**config.mk**
```make
export PLATFORM = sky130hd
export DESIGN_NAME = sdr_port_arbiter
export DESIGN_NICKNAME = d
export VERILOG_FILES = /design/src/rtl/sdr_port_arbiter.sv
export SDC_FILE = /design/constraint.sdc
export NUM_CORES = 1
export LEC_CHECK = 0
export ABC_CLOCK_PERIOD_IN_PS = 2300
export BUFFER_PORTS_ARGS = -buffer_cell sky130_fd_sc_hd__buf_2
export CAP_MARGIN = 20
export CORE_MARGIN = 2
export CORE_UTILIZATION = 45
export DETAILED_ROUTE_END_ITERATION = 8
export GPL_TIMING_DRIVEN = 1
export HOLD_SLACK_MARGIN = 0.06
export PLACE_DENSITY = 0.79
export RECOVER_POWER = 100
export SLEW_MARGIN = 20
export SYNTH_ARGS = -nofsm -noshare
export SYNTH_HDL_FRONTEND = slang
export SYNTH_SLANG_ARGS = --single-unit
```
**constraint.sdc**
```tcl
create_clock -name CLK_96M -period 2.3 [get_ports CLK_96M]
set_input_delay 0.115 -clock CLK_96M [delete_from_list [all_inputs] [get_ports CLK_96M]]
set_output_delay 0.115 -clock CLK_96M [all_outputs]
set_load 0.02 [all_outputs]
```
**src/rtl/sdr_port_arbiter.sv**
```systemverilog
// Shares one SDRAM controller port between the CPU, background tile fetch and sprite fetch.
// One transaction outstanding; CPU priority with a starvation cap, bg/spr round-robin.
module sdr_port_arbiter #(
    parameter int ADDR_W         = 25,
    parameter int CPU_MAX_CONSEC = 4
) (
    input  logic              CLK_96M,
    input  logic              reset_n,

    input  logic              cpu_req,
    input  logic [ADDR_W-1:0] cpu_addr,
    input  logic [1:0]        cpu_wr_sel,
    input  logic [15:0]       cpu_din,
    output logic              cpu_rdy,
    output logic [15:0]       cpu_dout,

    input  logic              bg_req,
    input  logic [ADDR_W-1:0] bg_addr,
    output logic              bg_rdy,
    output logic [31:0]       bg_dout,

    input  logic              spr_req,
    input  logic [ADDR_W-1:0] spr_addr,
    output logic              spr_rdy,
    output logic [63:0]       spr_dout,

    output logic              sdr_req,
    output logic [ADDR_W-1:0] sdr_addr,
    output logic [1:0]        sdr_wr_sel,
    output logic [15:0]       sdr_din,
    input  logic              sdr_rdy,
    input  logic [63:0]       sdr_dout,

    output logic              busy
);

    // state | meaning
    // IDLE  | no transaction; arbitrate among pending requesters
    // WAIT  | sdr_req issued, waiting for sdr_rdy; downstream fields held
    // DONE  | winner's rdy is high; its pend clears; may grant the next winner directly
    typedef enum logic [1:0] {IDLE, WAIT, DONE} state_t;
    typedef enum logic [1:0] {SRC_CPU, SRC_BG, SRC_SPR} src_t;

    localparam logic [3:0] MAX_CONSEC = 4'(CPU_MAX_CONSEC);

    state_t            state;
    src_t              owner;
    logic              rr_spr;
    logic [3:0]        cpu_streak;

    logic              pend_cpu, pend_bg, pend_spr;
    logic [ADDR_W-1:0] cpu_addr_q, bg_addr_q, spr_addr_q;
    logic [1:0]        cpu_wr_sel_q;
    logic [15:0]       cpu_din_q;

    logic              clr_cpu, clr_bg, clr_spr;
    logic              acc_cpu, acc_bg, acc_spr;
    logic              pend_cpu_d, pend_bg_d, pend_spr_d;
    logic [ADDR_W-1:0] cpu_addr_d, bg_addr_d, spr_addr_d;
    logic [1:0]        cpu_wr_sel_d;
    logic [15:0]       cpu_din_d;
    logic              arb_cpu, arb_bg, arb_spr, arb_video;
    logic              grant;
    src_t              pick;

    always_comb begin
        clr_cpu = (state == DONE) && (owner == SRC_CPU);
        clr_bg  = (state == DONE) && (owner == SRC_BG);
        clr_spr = (state == DONE) && (owner == SRC_SPR);

        // A request is taken when not pending, or when it re-arms a completing slot.
        acc_cpu = cpu_req && (!pend_cpu || clr_cpu);
        acc_bg  = bg_req  && (!pend_bg  || clr_bg);
        acc_spr = spr_req && (!pend_spr || clr_spr);

        pend_cpu_d = acc_cpu || (pend_cpu && !clr_cpu);
        pend_bg_d  = acc_bg  || (pend_bg  && !clr_bg);
        pend_spr_d = acc_spr || (pend_spr && !clr_spr);

        cpu_addr_d   = acc_cpu ? cpu_addr   : cpu_addr_q;
        cpu_wr_sel_d = acc_cpu ? cpu_wr_sel : cpu_wr_sel_q;
        cpu_din_d    = acc_cpu ? cpu_din    : cpu_din_q;
        bg_addr_d    = acc_bg  ? bg_addr    : bg_addr_q;
        spr_addr_d   = acc_spr ? spr_addr   : spr_addr_q;

        // DONE arbitrates on next-cycle pend so a re-request during rdy is seen immediately.
        arb_cpu   = (state == DONE) ? pend_cpu_d : pend_cpu;
        arb_bg    = (state == DONE) ? pend_bg_d  : pend_bg;
        arb_spr   = (state == DONE) ? pend_spr_d : pend_spr;
        arb_video = arb_bg || arb_spr;

        grant = 1'b0;
        pick  = SRC_CPU;
        if (state == IDLE || state == DONE) begin
            if (arb_cpu && ((cpu_streak < MAX_CONSEC) || !arb_video)) begin
                grant = 1'b1;
                pick  = SRC_CPU;
            end else if (arb_video) begin
                grant = 1'b1;
                if (rr_spr)
                    pick = arb_spr ? SRC_SPR : SRC_BG;
                else
                    pick = arb_bg ? SRC_BG : SRC_SPR;
            end
        end
    end

    always_ff @(posedge CLK_96M or negedge reset_n) begin
        if (!reset_n) begin
            state        <= IDLE;
            owner        <= SRC_CPU;
            rr_spr       <= 1'b0;
            cpu_streak   <= 4'd0;
            pend_cpu     <= 1'b0;
            pend_bg      <= 1'b0;
            pend_spr     <= 1'b0;
            cpu_addr_q   <= '0;
            cpu_wr_sel_q <= 2'b00;
            cpu_din_q    <= 16'h0;
            bg_addr_q    <= '0;
            spr_addr_q   <= '0;
            cpu_rdy      <= 1'b0;
            cpu_dout     <= 16'h0;
            bg_rdy       <= 1'b0;
            bg_dout      <= 32'h0;
            spr_rdy      <= 1'b0;
            spr_dout     <= 64'h0;
            sdr_req      <= 1'b0;
            sdr_addr     <= '0;
            sdr_wr_sel   <= 2'b00;
            sdr_din      <= 16'h0;
        end else begin
            pend_cpu     <= pend_cpu_d;
            pend_bg      <= pend_bg_d;
            pend_spr     <= pend_spr_d;
            cpu_addr_q   <= cpu_addr_d;
            cpu_wr_sel_q <= cpu_wr_sel_d;
            cpu_din_q    <= cpu_din_d;
            bg_addr_q    <= bg_addr_d;
            spr_addr_q   <= spr_addr_d;

            sdr_req <= 1'b0;
            cpu_rdy <= 1'b0;
            bg_rdy  <= 1'b0;
            spr_rdy <= 1'b0;

            unique case (state)
                IDLE, DONE: begin
                    if (grant) begin
                        state   <= WAIT;
                        owner   <= pick;
                        sdr_req <= 1'b1;
                        unique case (pick)
                            SRC_CPU: begin
                                sdr_addr   <= cpu_addr_d;
                                sdr_wr_sel <= cpu_wr_sel_d;
                                sdr_din    <= cpu_din_d;
                                if (arb_video)
                                    cpu_streak <= (cpu_streak == 4'hF) ? 4'hF : cpu_streak + 4'd1;
                                else
                                    cpu_streak <= 4'd0;
                            end
                            SRC_BG: begin
                                sdr_addr   <= bg_addr_d;
                                sdr_wr_sel <= 2'b00;
                                sdr_din    <= 16'h0;
                                cpu_streak <= 4'd0;
                                rr_spr     <= 1'b1;
                            end
                            default: begin
                                sdr_addr   <= spr_addr_d;
                                sdr_wr_sel <= 2'b00;
                                sdr_din    <= 16'h0;
                                cpu_streak <= 4'd0;
                                rr_spr     <= 1'b0;
                            end
                        endcase
                    end else begin
                        state <= IDLE;
                    end
                end
                WAIT: begin
                    if (sdr_rdy) begin
                        state <= DONE;
                        unique case (owner)
                            SRC_CPU: begin
                                cpu_dout <= sdr_dout[15:0];
                                cpu_rdy  <= 1'b1;
                            end
                            SRC_BG: begin
                                bg_dout <= sdr_dout[31:0];
                                bg_rdy  <= 1'b1;
                            end
                            default: begin
                                spr_dout <= sdr_dout;
                                spr_rdy  <= 1'b1;
                            end
                        endcase
                    end
                end
                default: state <= IDLE;
            endcase
        end
    end

    assign busy = (state != IDLE);

endmodule

```
# Word-level counts from Yosys, hierarchy flattened
# Cells that the tools add are included.
# op_classes
add_sub_neg	1
muxes	38
eq_ne	7
n_div	0
n_lt_le_gt_ge	1
n_bitwise	2
n_mul	0
reduce_logical	37
shifts	0
# ops
op	n
2-to-1 mux 25 bit	3
case mux 25 bit (2 select lines)	1
2-to-1 mux 16 bit	2
2-to-1 mux 1 bit	18
2-to-1 mux 2 bit	9
2-to-1 mux 4 bit	3
AND reduction 3 bit	4
logical AND 1 bit	10
logical OR 1 bit	9
zero test 1 bit	7
equality test 2 x 1 -> 1 bit, second input constant	3
zero test 2 bit	3
adder 4 x 1 -> 4 bit, second input constant	1
equality test 2 bit, second input constant	2
equality test 4 bit, second input constant	1
less-than comparator 4 x 3 -> 1 bit, second input constant	1
case mux 2 bit (2 select lines)	1
OR reduction 2 bit	2
inequality test 2 bit, second input constant	1
inverter 1 bit	2
case mux 1 bit (2 select lines)	1
AND reduction 2 bit	1
nonzero test 2 bit	1
# word_totals
elab_cells	108
inputBits	163
out_inout_bits	160
n_memories	0
reg_bits	264
romBits	0
latch_bits	0
ramBits	0

# Logic depth before layout (Yosys ltp)
# Gate-level depths: netlist of the first run.
# logic_depth
ltp_word	15
mapped_depth	8
depth_no_buf	5

# Least setup slack after synthesis of the first run
# Ideal clock, no wire load.
# synth_timing
kind	flip-flop to flip-flop
start	reg owner[1]
end	reg sdr_addr[16]
stages_incl_launch_ff	8
t_required_ns	2.177
period_less_slack_ns	1.963
path_buffers	2
setup_ns	0.123
t_arrival_ns	1.839
setup_slack_ns	0.337
cell_sequence	dfrtp_1 > or3b_4 > a311o_1 > a211o_1 > buf_6 > buf_6 > o21bai_1 > o21ai_1
# synth_between
elab_chain_cells	14
word_cells_on_any_way	44
cone_classes	3 x eq/ne; 16 x mux; 25 x reduce/logical
# synth_rtl
element	line	text
start: declaration	47	src_t owner;
start signal: assignment	151	owner <= pick;
branches (longest 14 deep; another with equality test 2 x 1 -> 1 bit)	-	
end signal: assignment	155	sdr_addr <= cpu_addr_d;
end signal: assignment	164	sdr_addr <= bg_addr_d;
end signal: assignment	171	sdr_addr <= spr_addr_d;
end: declaration	28	output logic [ADDR_W-1:0] sdr_addr,
# Several ways; the timed one is not identified.
# A chain may end at the register's enable or synchronous reset.

# Worst setup path after layout of the first run
# layout_timing
start	reg owner[1]
end	reg sdr_addr[1]
# Same word-level chain as after synthesis.

==> results.py, run 1 <==
metrics = {
    "route": {
        "drc": 0,
        "viasPerCell": 5.21,
        "drt-initial-drc-count": 427,
        "ant_nets": 0,
        "wl_per_cell_um": 18.8,
        "drt-total-wl_mm": 28.8,
        "first_pass_iters": 4,
        "vias": 7965,
    },
    "clocking": {
        "root_buffer": "clkbuf_16",
        "cts_tree": "yes",
        "clockBufferDepth": 3,
        "path_clk_slew_ns": 0.06,
        "clock_latency_ns": 0.53,
        "cts_num_sinks": 264,
        "cts.hold.buffers_added": 162,
        "cts_setup_buffers": 0,
        "cts_buffers": 28,
        "cts_max_level": 1,
        "cts_resized": 0,
    },
    "global_routing": {
        "grtUsageTotal_pct": 23.2,
        "grt_start_max_net_pins": 80,
        "antenna_found_initial": 1,
        "grt_pass1_vias": 8548,
        "grt_first_pass_wirelength_mm": 44.9,
        "grt-ovfl-total": 0,
    },
    "critical_path": {
        "ff2ff_setup_slack_ns": 0.15,
        "end_kind": "flip-flop",
        "critPathLaunchType": "flip-flop",
        "crit_type": "reg -> reg",
        "critPathMaxFanout": 59,
        "cp.arrival_ns": 2.55,
        "required_ns": 2.70,
        "r2r_cells": 7,
        "rr_startpoint": "owner[1]",
        "crit-reg2reg-capture": "sdr_addr[1]",
    },
    "synth": {
        "synth_seq_cells": 264,
        "ys_seq_area_share_pct": 63.4,
        "syn_inst": 725,
        "syn_area_sq_um": 10400,
        "avgSynthCellArea_sq_um": 14.4,
        "synthDistinctLibCells": 40,
        "syn_nets": 889,
        "yosys_warnings": 0,
    },
    "sta": {
        "setup_viol": 0,
        "worstMarginPinSlew_ns": 1.76,
        "fin_crit_sh_pct": 93.6,
        "drv_slew": 80,
        "slew_headroom_pct": -17.6,
        "fmax_ghz": 0.464,
        "fin_setup_tns_ns": 0,
        "period_minus_slack_ns": 2.15,
        "hold_viol": 0,
        "finalClockSkew_ns": 0.0120,
        "rsz0062_at_grt": "no",
    },
    "cells_and_area": {
        "final-instance-count-excl-fill": 1530,
        "drive_gt1_share_pct": 32.3,
        "fillers": 1664,
        "utilization_pct": 65.2,
        "area_delta_synth_final_pct": 42.1,
        "fin_nets": 1389,
    },
    "run": {
        "cap_violations": 1,
    },
    "power": {
        "p_comb_share_pct": 39.2,
        "total_power_uw": 20500,
        "p_clk_share_pct": 22.1,
        "p_per_area_nw_per_um2": 1390,
        "p_leak_uw": 0.00685,
        "pwr-share-seq_pct": 38.7,
        "p_switching_uw": 7680,
        "intPower_uw": 12900,
        "ir_drop_v": 0.000923,
        "switching_share_pct": 37.4,
    },
    "placed_design": {
        "io_buffers": 322,
        "place.gp.congestion": 0.792,
        "hpwlAfterDp_mm": 17.6,
        "placedCellCount": 1318,
    },
    "min_path": {
        "worstHoldEndpoint": "state[0]",
        "hp-class": "in -> reg",
        "holdCritStartpoint": "sdr_rdy",
        "whs_path_depth": 3,
    },
    "floorplanning": {
        "die_y_um": 156,
        "fp.dieW_um": 156,
        "core_sq_um": 22700,
        "ios": 323,
        "die-area_sq_um": 24400,
        "placementRows": 55,
        "initial_utilization_pct": 45.9,
    },
    "status": {
        "run_status": "complete, but fails checks",
        "violations": "capacitance limit, slew limit",
    },
}
[critical path, cell delays in order (launching register included)]
cell and delay [ns]:
dfrtp_1 0.38, buf_4 0.16, and4bb_1 0.34, o2bb2ai_1 0.20
o31ai_4 0.36, buf_12 0.28, o21bai_1 0.17, o21ai_1 0.11
[logic make-up (layout without fill, tap and decap cells)]
family                     count (synthesis)  after routing  synth area share [%]
AOI/OAI and AO/OA                        118            118                  7.63
adders and majority gates                  1              1                 0.120
and+or+nand+nor                           88             88                  3.83
muxes                                    205            205                  22.2
DFF                                      264            264                  63.4
other                                      0              1                     0
buffers and inverters                     49            568                  2.86
[layout make-up]
class                   instances  area [sq um]  share of cell area, %
diodes                          1          2.50                 0.0169
clock buffers                  41           841                   5.68
clock inverters                 8          93.8                  0.634
inverters                       9          33.8                  0.228
multi-input cells             412          3540                   23.9
flip-flops and latches        264          6610                   44.6
well taps                     285           357                   2.41
repair buffers                510          3330                   22.5
[power groups by stage]
stage                     combinational [uW]  clock [uW]  sequential [uW]
after floorplan                         3900           0             9440
after global placement                  8070           0             7780
after detailed placement                8290           0             7900
after CTS                               8530        4620             7850
after global routing                    8660        4810             8190
final                                   8040        4540             7960
[worst max-delay path by stage]
stage | endpoint | from | slack (ns) | cells after the start
2_1_floorplan | sdr_addr[16] | owner[1] | 0.34 | 7
3_3_place_gp | sdr_addr[19] | state[1] | 0.27 | 8
3_5_place_dp | sdr_din[7] | owner[1] | 0.24 | 6
4_1_cts | sdr_addr[2] | owner[1] | 0.22 | 7
5_1_grt | sdr_addr[19] | owner[1] | 0.03 | 8
6_report | sdr_addr[1] | owner[1] | 0.15 | 7
[layout by cell type, fill, tap and decap left out, types with 25 or more instances in the layout]
| master | Yosys | routed |
|---|---|---|
| mux2_1 | 0 | 53 |
| nand2_1 | 71 | 70 |
| mux2_2 | 205 | 152 |
| o21ai_0 | 19 | 41 |
| buf_2 | 19 | 162 |
| clkbuf_16 | 0 | 29 |
| o22ai_1 | 25 | 25 |
| dfrtp_1 | 264 | 264 |
| dlygate4sd3_1 | 0 | 162 |
| clkbuf_1 | 8 | 166 |
[synth_stat cells]
cell type / number / area share, %
o2bb2ai_2: 1 / 0.14
o211a_1: 2 / 0.19
buf_4: 4 / 0.29
a2bb2oi_1: 1 / 0.084
a311oi_2: 1 / 0.14
dfrtp_1: 264 / 63
or3b_4: 1 / 0.11
o211ai_2: 1 / 0.12
ha_1: 1 / 0.12
or2_2: 2 / 0.12
nor4bb_1: 1 / 0.096
nor2_1: 5 / 0.18
o21ai_0: 19 / 0.91
clkbuf_1: 8 / 0.29
o21ai_1: 28 / 1.3
nor2b_1: 1 / 0.060
o31ai_2: 1 / 0.12
and2_1: 1 / 0.060
a211o_1: 1 / 0.084
o21a_1: 1 / 0.072
o31ai_1: 1 / 0.072
inv_1: 9 / 0.32
nand2_1: 71 / 2.6
o22a_1: 1 / 0.084
a311o_1: 1 / 0.096
buf_6: 7 / 0.76
o21bai_1: 23 / 1.7
o22ai_1: 25 / 1.5
and4bb_2: 2 / 0.24
nor3b_2: 1 / 0.12
o21ai_2: 3 / 0.25
nand4_1: 1 / 0.060
a31oi_1: 2 / 0.12
and3b_1: 1 / 0.084
buf_2: 19 / 0.91
nor4b_2: 1 / 0.14
buf_8: 2 / 0.29
o2bb2ai_1: 1 / 0.084
o21bai_2: 5 / 0.54
mux2_2: 205 / 22
[metrics by stage]
stage	worst slack, ns	cell area (sq um)	hold WS (ns)
floorplan	0.337	10400	-0.181
global placement	0.273	12500	0.141
detailed placement	0.240	12500	0.147
CTS	0.222	15000	0.169
global route	0.0274	14800	0.328
finish	0.147	14800	0.327
[flip-flops by register name, summed over array words and instances, names as in the netlist, 2 cells and up]
register,flops
bg_addr_q,25
bg_dout,32
cpu_addr_q,25
cpu_din_q,16
cpu_dout,16
cpu_streak,4
cpu_wr_sel_q,2
owner,2
sdr_addr,25
sdr_din,16
sdr_wr_sel,2
spr_addr_q,25
spr_dout,64
state,2
[layer usage]
layer / vias up / track usage [%] / wire [um] / part of all wire [%]
met3: 83 / 4.03 / 1350 / 4.7
met2: 272 / 42.2 / 15300 / 53
met4: 0 / 8.87 / 1100 / 3.8
met5: - / 0 / 0 / 0
met1: 4038 / 27.6 / 11100 / 39
li1: 3572 / - / - / -
(Power assumes the default switching activity.)
==> run 2: changes to the inputs <==
- CORE_UTILIZATION: 45 -> 36
- PLACE_DENSITY: 0.79 -> 0.67
==> results.py, run 2 (synthesis results as in run 1) <==
metrics = {
    "status": {
        "run_status": "complete, but fails checks",
        "violations": "capacitance limit, slew limit",
    },
    "sta": {
        "setup_viol": 0,
        "period_minus_slack_ns": 2.16,
        "finalWorstSetupSlack_ns": 0.143,
        "fin_crit_sh_pct": 93.8,
        "drv_slew": 64,
        "hold_viol": 0,
        "hold-worst-slack_ns": 0.347,
        "finalClockSkew_ns": 0.00769,
        "worstMarginPinSlew_ns": 1.60,
        "slew_headroom_pct": -6.69,
        "rsz0062_at_grt": "no",
        "fin_setup_tns_ns": 0,
        "fmax_ghz": 0.464,
    },
    "clocking": {
        "cts_resized": 0,
        "cts_max_level": 1,
        "clock_latency_ns": 0.53,
        "cts_tree": "yes",
        "cts_buffers": 28,
        "path_clk_slew_ns": 0.06,
        "clockBufferDepth": 3,
        "cts_num_sinks": 264,
        "cts.hold.buffers_added": 162,
        "cts_setup_buffers": 0,
        "root_buffer": "clkbuf_16",
    },
    "floorplanning": {
        "core_sq_um": 28600,
        "initial_utilization_pct": 36.4,
        "ios": 323,
        "die_y_um": 174,
        "fp.dieW_um": 174,
        "placementRows": 62,
        "die-area_sq_um": 30300,
    },
    "route": {
        "wl_per_cell_um": 16.9,
        "viasPerCell": 4.73,
        "first_pass_iters": 4,
        "drc": 0,
        "drt-initial-drc-count": 379,
        "vias": 7686,
        "drt-total-wl_mm": 27.5,
        "ant_nets": 0,
    },
    "cells_and_area": {
        "largest_registers": "spr_dout x64, bg_dout x32",
        "area_delta_synth_final_pct": 42.1,
        "fin_nets": 1386,
        "max_flop_register": "spr_dout",
        "most-common-layout-cells": "264 x dfrtp_1, 169 x clkbuf_1, 162 x dlygate4sd3_1, 161 x buf_2, 150 x mux2_2",
        "largest_reg_flops": 64,
        "drive_gt1_share_pct": 31.8,
        "final-instance-count-excl-fill": 1626,
        "mostFrequentLayoutCell": "dfrtp_1",
    },
    "placed_design": {
        "place.gp.congestion": 0.752,
        "post-place-ws_ns": 0.152,
        "hpwlAfterDp_mm": 17.6,
        "io_buffers": 322,
        "placedCellCount": 1414,
    },
    "power": {
        "p_leak_uw": 0.00676,
        "ir_drop_v": 0.000803,
        "total_power_uw": 20100,
        "p_per_area_nw_per_um2": 1360,
    },
    "run": {
        "cap_violations": 1,
    },
    "critical_path": {
        "crit_type": "reg -> reg",
        "required_ns": 2.71,
        "cp.arrival_ns": 2.56,
        "critPathLaunchType": "flip-flop",
        "end_kind": "flip-flop",
        "critPathMaxFanout": 83,
    },
    "global_routing": {
        "grt_start_max_net_pins": 84,
        "grt-ovfl-total": 0,
        "grt_first_pass_wirelength_mm": 43.3,
        "grtUsageTotal_pct": 17.8,
        "antenna_found_initial": 2,
        "grt_pass1_vias": 8202,
    },
    "min_path": {
        "hp-class": "in -> reg",
    },
}
run 2: critical path, stage by stage, from the launching register on:
cell	delay (ns)
dfrtp_1	0.46
and4bb_2	0.39
o2bb2ai_1	0.20
o31ai_4	0.37
buf_12	0.32
o21bai_1	0.16
o21ai_0	0.09
run 2: power by group:
group	switching [uW]	internal, uW
registers	994	6900
clock network	1780	2620
logic	4670	3140
run 2: per-stage QoR:
step,utilization (%),cell area [sq um]
floorplan,-,10400
global placement,43.9,12600
detailed placement,43.9,12600
CTS,52.7,15100
global route,51.7,14800
finish,51.7,14800
run 2: final timing paths:
path | startpoint | to | slack (ns) | depth (start not counted)
max | state[0] | sdr_addr[0] | 0.14 | 6
min | sdr_dout[53] | spr_dout[53] | 0.35 | 3
max reg2reg | state[0] | sdr_addr[0] | 0.14 | 6
max in group asynchronous | reset_n | bg_dout[30] | 0.35 | 3
min reg2reg | sdr_din[15] | sdr_din[15] | 0.48 | 2
min in group asynchronous | reset_n | spr_addr_q[23] | 0.54 | 2
run 2: layer usage:
| layer | up-vias | GRT usage, % | wire, um |
|---|---|---|---|
| met5 | - | 0 | 0 |
| met4 | 0 | 7.77 | 1050 |
| met3 | 72 | 3.37 | 1440 |
| met2 | 241 | 30.6 | 13800 |
| met1 | 3808 | 21.8 | 11200 |
| li1 | 3565 | - | - |
run 2: layout make-up:
class	count	area (sq um)
fill	2522	13800
sequential	264	6610
multi-input combinational	412	3540
timing repair buffer	507	3230
clock buffer	40	837
tap	384	480
clock inverter	8	71.3
inverter	9	33.8
antenna	2	5.00
==> run 3: changes to the inputs <==
- BUFFER_PORTS_ARGS: -buffer_cell sky130_fd_sc_hd__buf_2 -> unset
- DONT_BUFFER_PORTS: unset -> 1
- PLACE_DENSITY: 0.67 -> 0.57
==> results.py, run 3 (synthesis results as in run 1) <==
metrics = {
    "sta": {
        "fin_crit_sh_pct": 92.2,
        "slew_headroom_pct": 39.8,
        "setup_viol": 0,
        "worstMarginPinSlew_ns": 0.903,
        "fmax_ghz": 0.472,
        "period_minus_slack_ns": 2.12,
        "rsz0062_at_grt": "no",
        "finalClockSkew_ns": 0.0115,
        "fin_setup_tns_ns": 0,
        "drv_slew": 0,
        "hold_viol": 264,
        "hold-worst-slack_ns": -0.720,
    },
    "floorplanning": {
        "core_sq_um": 28600,
        "initial_utilization_pct": 36.4,
        "die_y_um": 174,
        "die-area_sq_um": 30300,
        "placementRows": 62,
        "fp.dieW_um": 174,
        "ios": 323,
    },
    "critical_path": {
        "max_stage_delay_ns": 0.45,
        "crit_type": "reg -> reg",
        "cp_cell_sequence": "or3b_1, a311oi_2, o211ai_1, buf_4, o22ai_1, o21ai_1",
        "cp_top_family": "compound AO/OA/AOI/OAI gates",
        "required_ns": 2.72,
        "end_kind": "flip-flop",
        "cp.arrival_ns": 2.54,
        "critPathLaunchType": "flip-flop",
        "critPathMaxFanout": 12,
        "cp.buffers_inverters": 1,
        "crit_slowest_cell": "dfrtp_1",
    },
    "power": {
        "p_clk_share_pct": 25.9,
        "intPower_uw": 12700,
        "p_switching_uw": 7090,
        "p_comb_share_pct": 23.8,
        "p_leak_uw": 0.00601,
        "pwr-share-seq_pct": 50.3,
        "p_per_area_nw_per_um2": 1460,
        "switching_share_pct": 35.9,
        "ir_drop_v": 0.000719,
    },
    "route": {
        "wl_per_cell_um": 19.4,
        "viasPerCell": 4.89,
        "drt-total-wl_mm": 25.3,
        "vias": 6390,
        "drc": 0,
        "ant_nets": 0,
        "drt-initial-drc-count": 285,
        "first_pass_iters": 6,
    },
    "clocking": {
        "cts_max_level": 1,
        "cts_tree": "yes",
        "cts_buffers": 30,
        "root_buffer": "clkbuf_16",
        "clock_latency_ns": 0.54,
        "cts_resized": 0,
        "path_clk_slew_ns": 0.06,
        "cts_num_sinks": 264,
        "cts.hold.buffers_added": 161,
        "clockBufferDepth": 3,
        "cts_setup_buffers": 0,
    },
    "global_routing": {
        "grt-ovfl-total": 0,
        "grt_start_max_net_pins": 265,
        "grt_pass1_vias": 6886,
        "antenna_found_initial": 2,
        "grt_first_pass_wirelength_mm": 39.8,
        "grtUsageTotal_pct": 16.4,
    },
    "cells_and_area": {
        "largest_registers": "spr_dout x64, bg_dout x32",
        "fin_nets": 1060,
        "max_flop_register": "spr_dout",
        "largest_reg_flops": 64,
        "utilization_pct": 47.3,
        "area_delta_synth_final_pct": 30.0,
        "mostFrequentLayoutCell": "dfrtp_1",
        "drive_gt1_share_pct": 25.7,
        "most-common-layout-cells": "264 x dfrtp_1, 161 x dlygate4sd3_1, 155 x mux2_2, 70 x nand2_1, 50 x mux2_1",
    },
    "placed_design": {
        "hpwlAfterDp_mm": 15.7,
        "place.gp.congestion": 0.725,
        "io_buffers": 0,
    },
    "status": {
        "run_status": "complete, but fails checks",
        "violations": "hold timing",
    },
    "min_path": {
        "hp-class": "in -> async",
    },
    "run": {
        "cap_violations": 0,
    },
}
-- run 3: cell types whose count changed in the layout (fill, tap and decap cells not counted), sizes merged --
| cell | delta |
|---|---|
| bufinv | +4 |
| inv | +2 |
| dlygate4sd3 | -1 |
| clkbuf | -164 |
| buf | -161 |
-- run 3: worst paths after layout --
kind,depth (start not counted),to,slack (ns),startpoint
setup / recovery,6,sdr_addr[4],0.18,owner[1]
hold / removal,0,bg_addr_q[21],-0.72,reset_n
setup reg to reg,6,sdr_addr[4],0.18,owner[1]
hold reg to reg,1,cpu_din_q[5],0.49,cpu_din_q[5]
max in group asynchronous,0,spr_dout[8],2.40,reset_n
min in group CLK_96M,2,spr_dout[43],0.25,sdr_dout[43]
-- run 3: worst register-to-register path, cell delays in order, from the launching register on --
cell      delay (ns)
dfrtp_1         0.45
or3b_1          0.44
a311oi_2        0.40
o211ai_1        0.18
buf_4           0.23
o22ai_1         0.19
o21ai_1         0.10
-- run 3: power groups by stage --
stage          Sequential, uW  Combinational (uW)  Clock [uW]
2_1_floorplan            9440                3900           0
3_3_place_gp            10000                4530           0
3_5_place_dp            10000                4650           0
4_1_cts                  9950                4900        5260
5_1_grt                 10200                5230        5470
6_report                 9930                4700        5120
-- run 3: per-layer routing --
| metal | up-vias | global-route usage [%] | part of all wire [%] |
|---|---|---|---|
| met2 | 188 | 27.7 | 49 |
| met3 | 42 | 4.86 | 7.4 |
| met4 | 0 | 4.27 | 1.9 |
| li1 | 2908 | - | - |
| met1 | 3252 | 20.7 | 42 |
| met5 | - | 0 | 0 |
-- run 3: cell type report --
class / count / area, sq um
Timing Repair Buffer: 179 / 1820
Clock inverter: 14 / 205
Inverter: 9 / 33.8
Sequential cell: 264 / 6610
Fill cell: 2519 / 15100
Antenna cell: 2 / 5.00
Tap cell: 384 / 480
Multi-Input combinational cell: 412 / 3510
Clock buffer: 42 / 877
-- run 3: metrics by stage --
stage | hold slack [ns] | worst slack, ns | cell area [sq um] | instances | power, uW
after global routing | -0.751 | 0.0225 | 13500 | 1305 | 20900
after CTS | -0.755 | 0.187 | 13600 | 1304 | 20100
final | -0.720 | 0.180 | 13500 | 1306 | 19800
after global placement | -0.169 | 0.212 | 10900 | 1087 | 14500
after floorplan | -0.181 | 0.337 | 10400 | 725 | 13300
after detailed placement | -0.168 | 0.190 | 10900 | 1087 | 14700
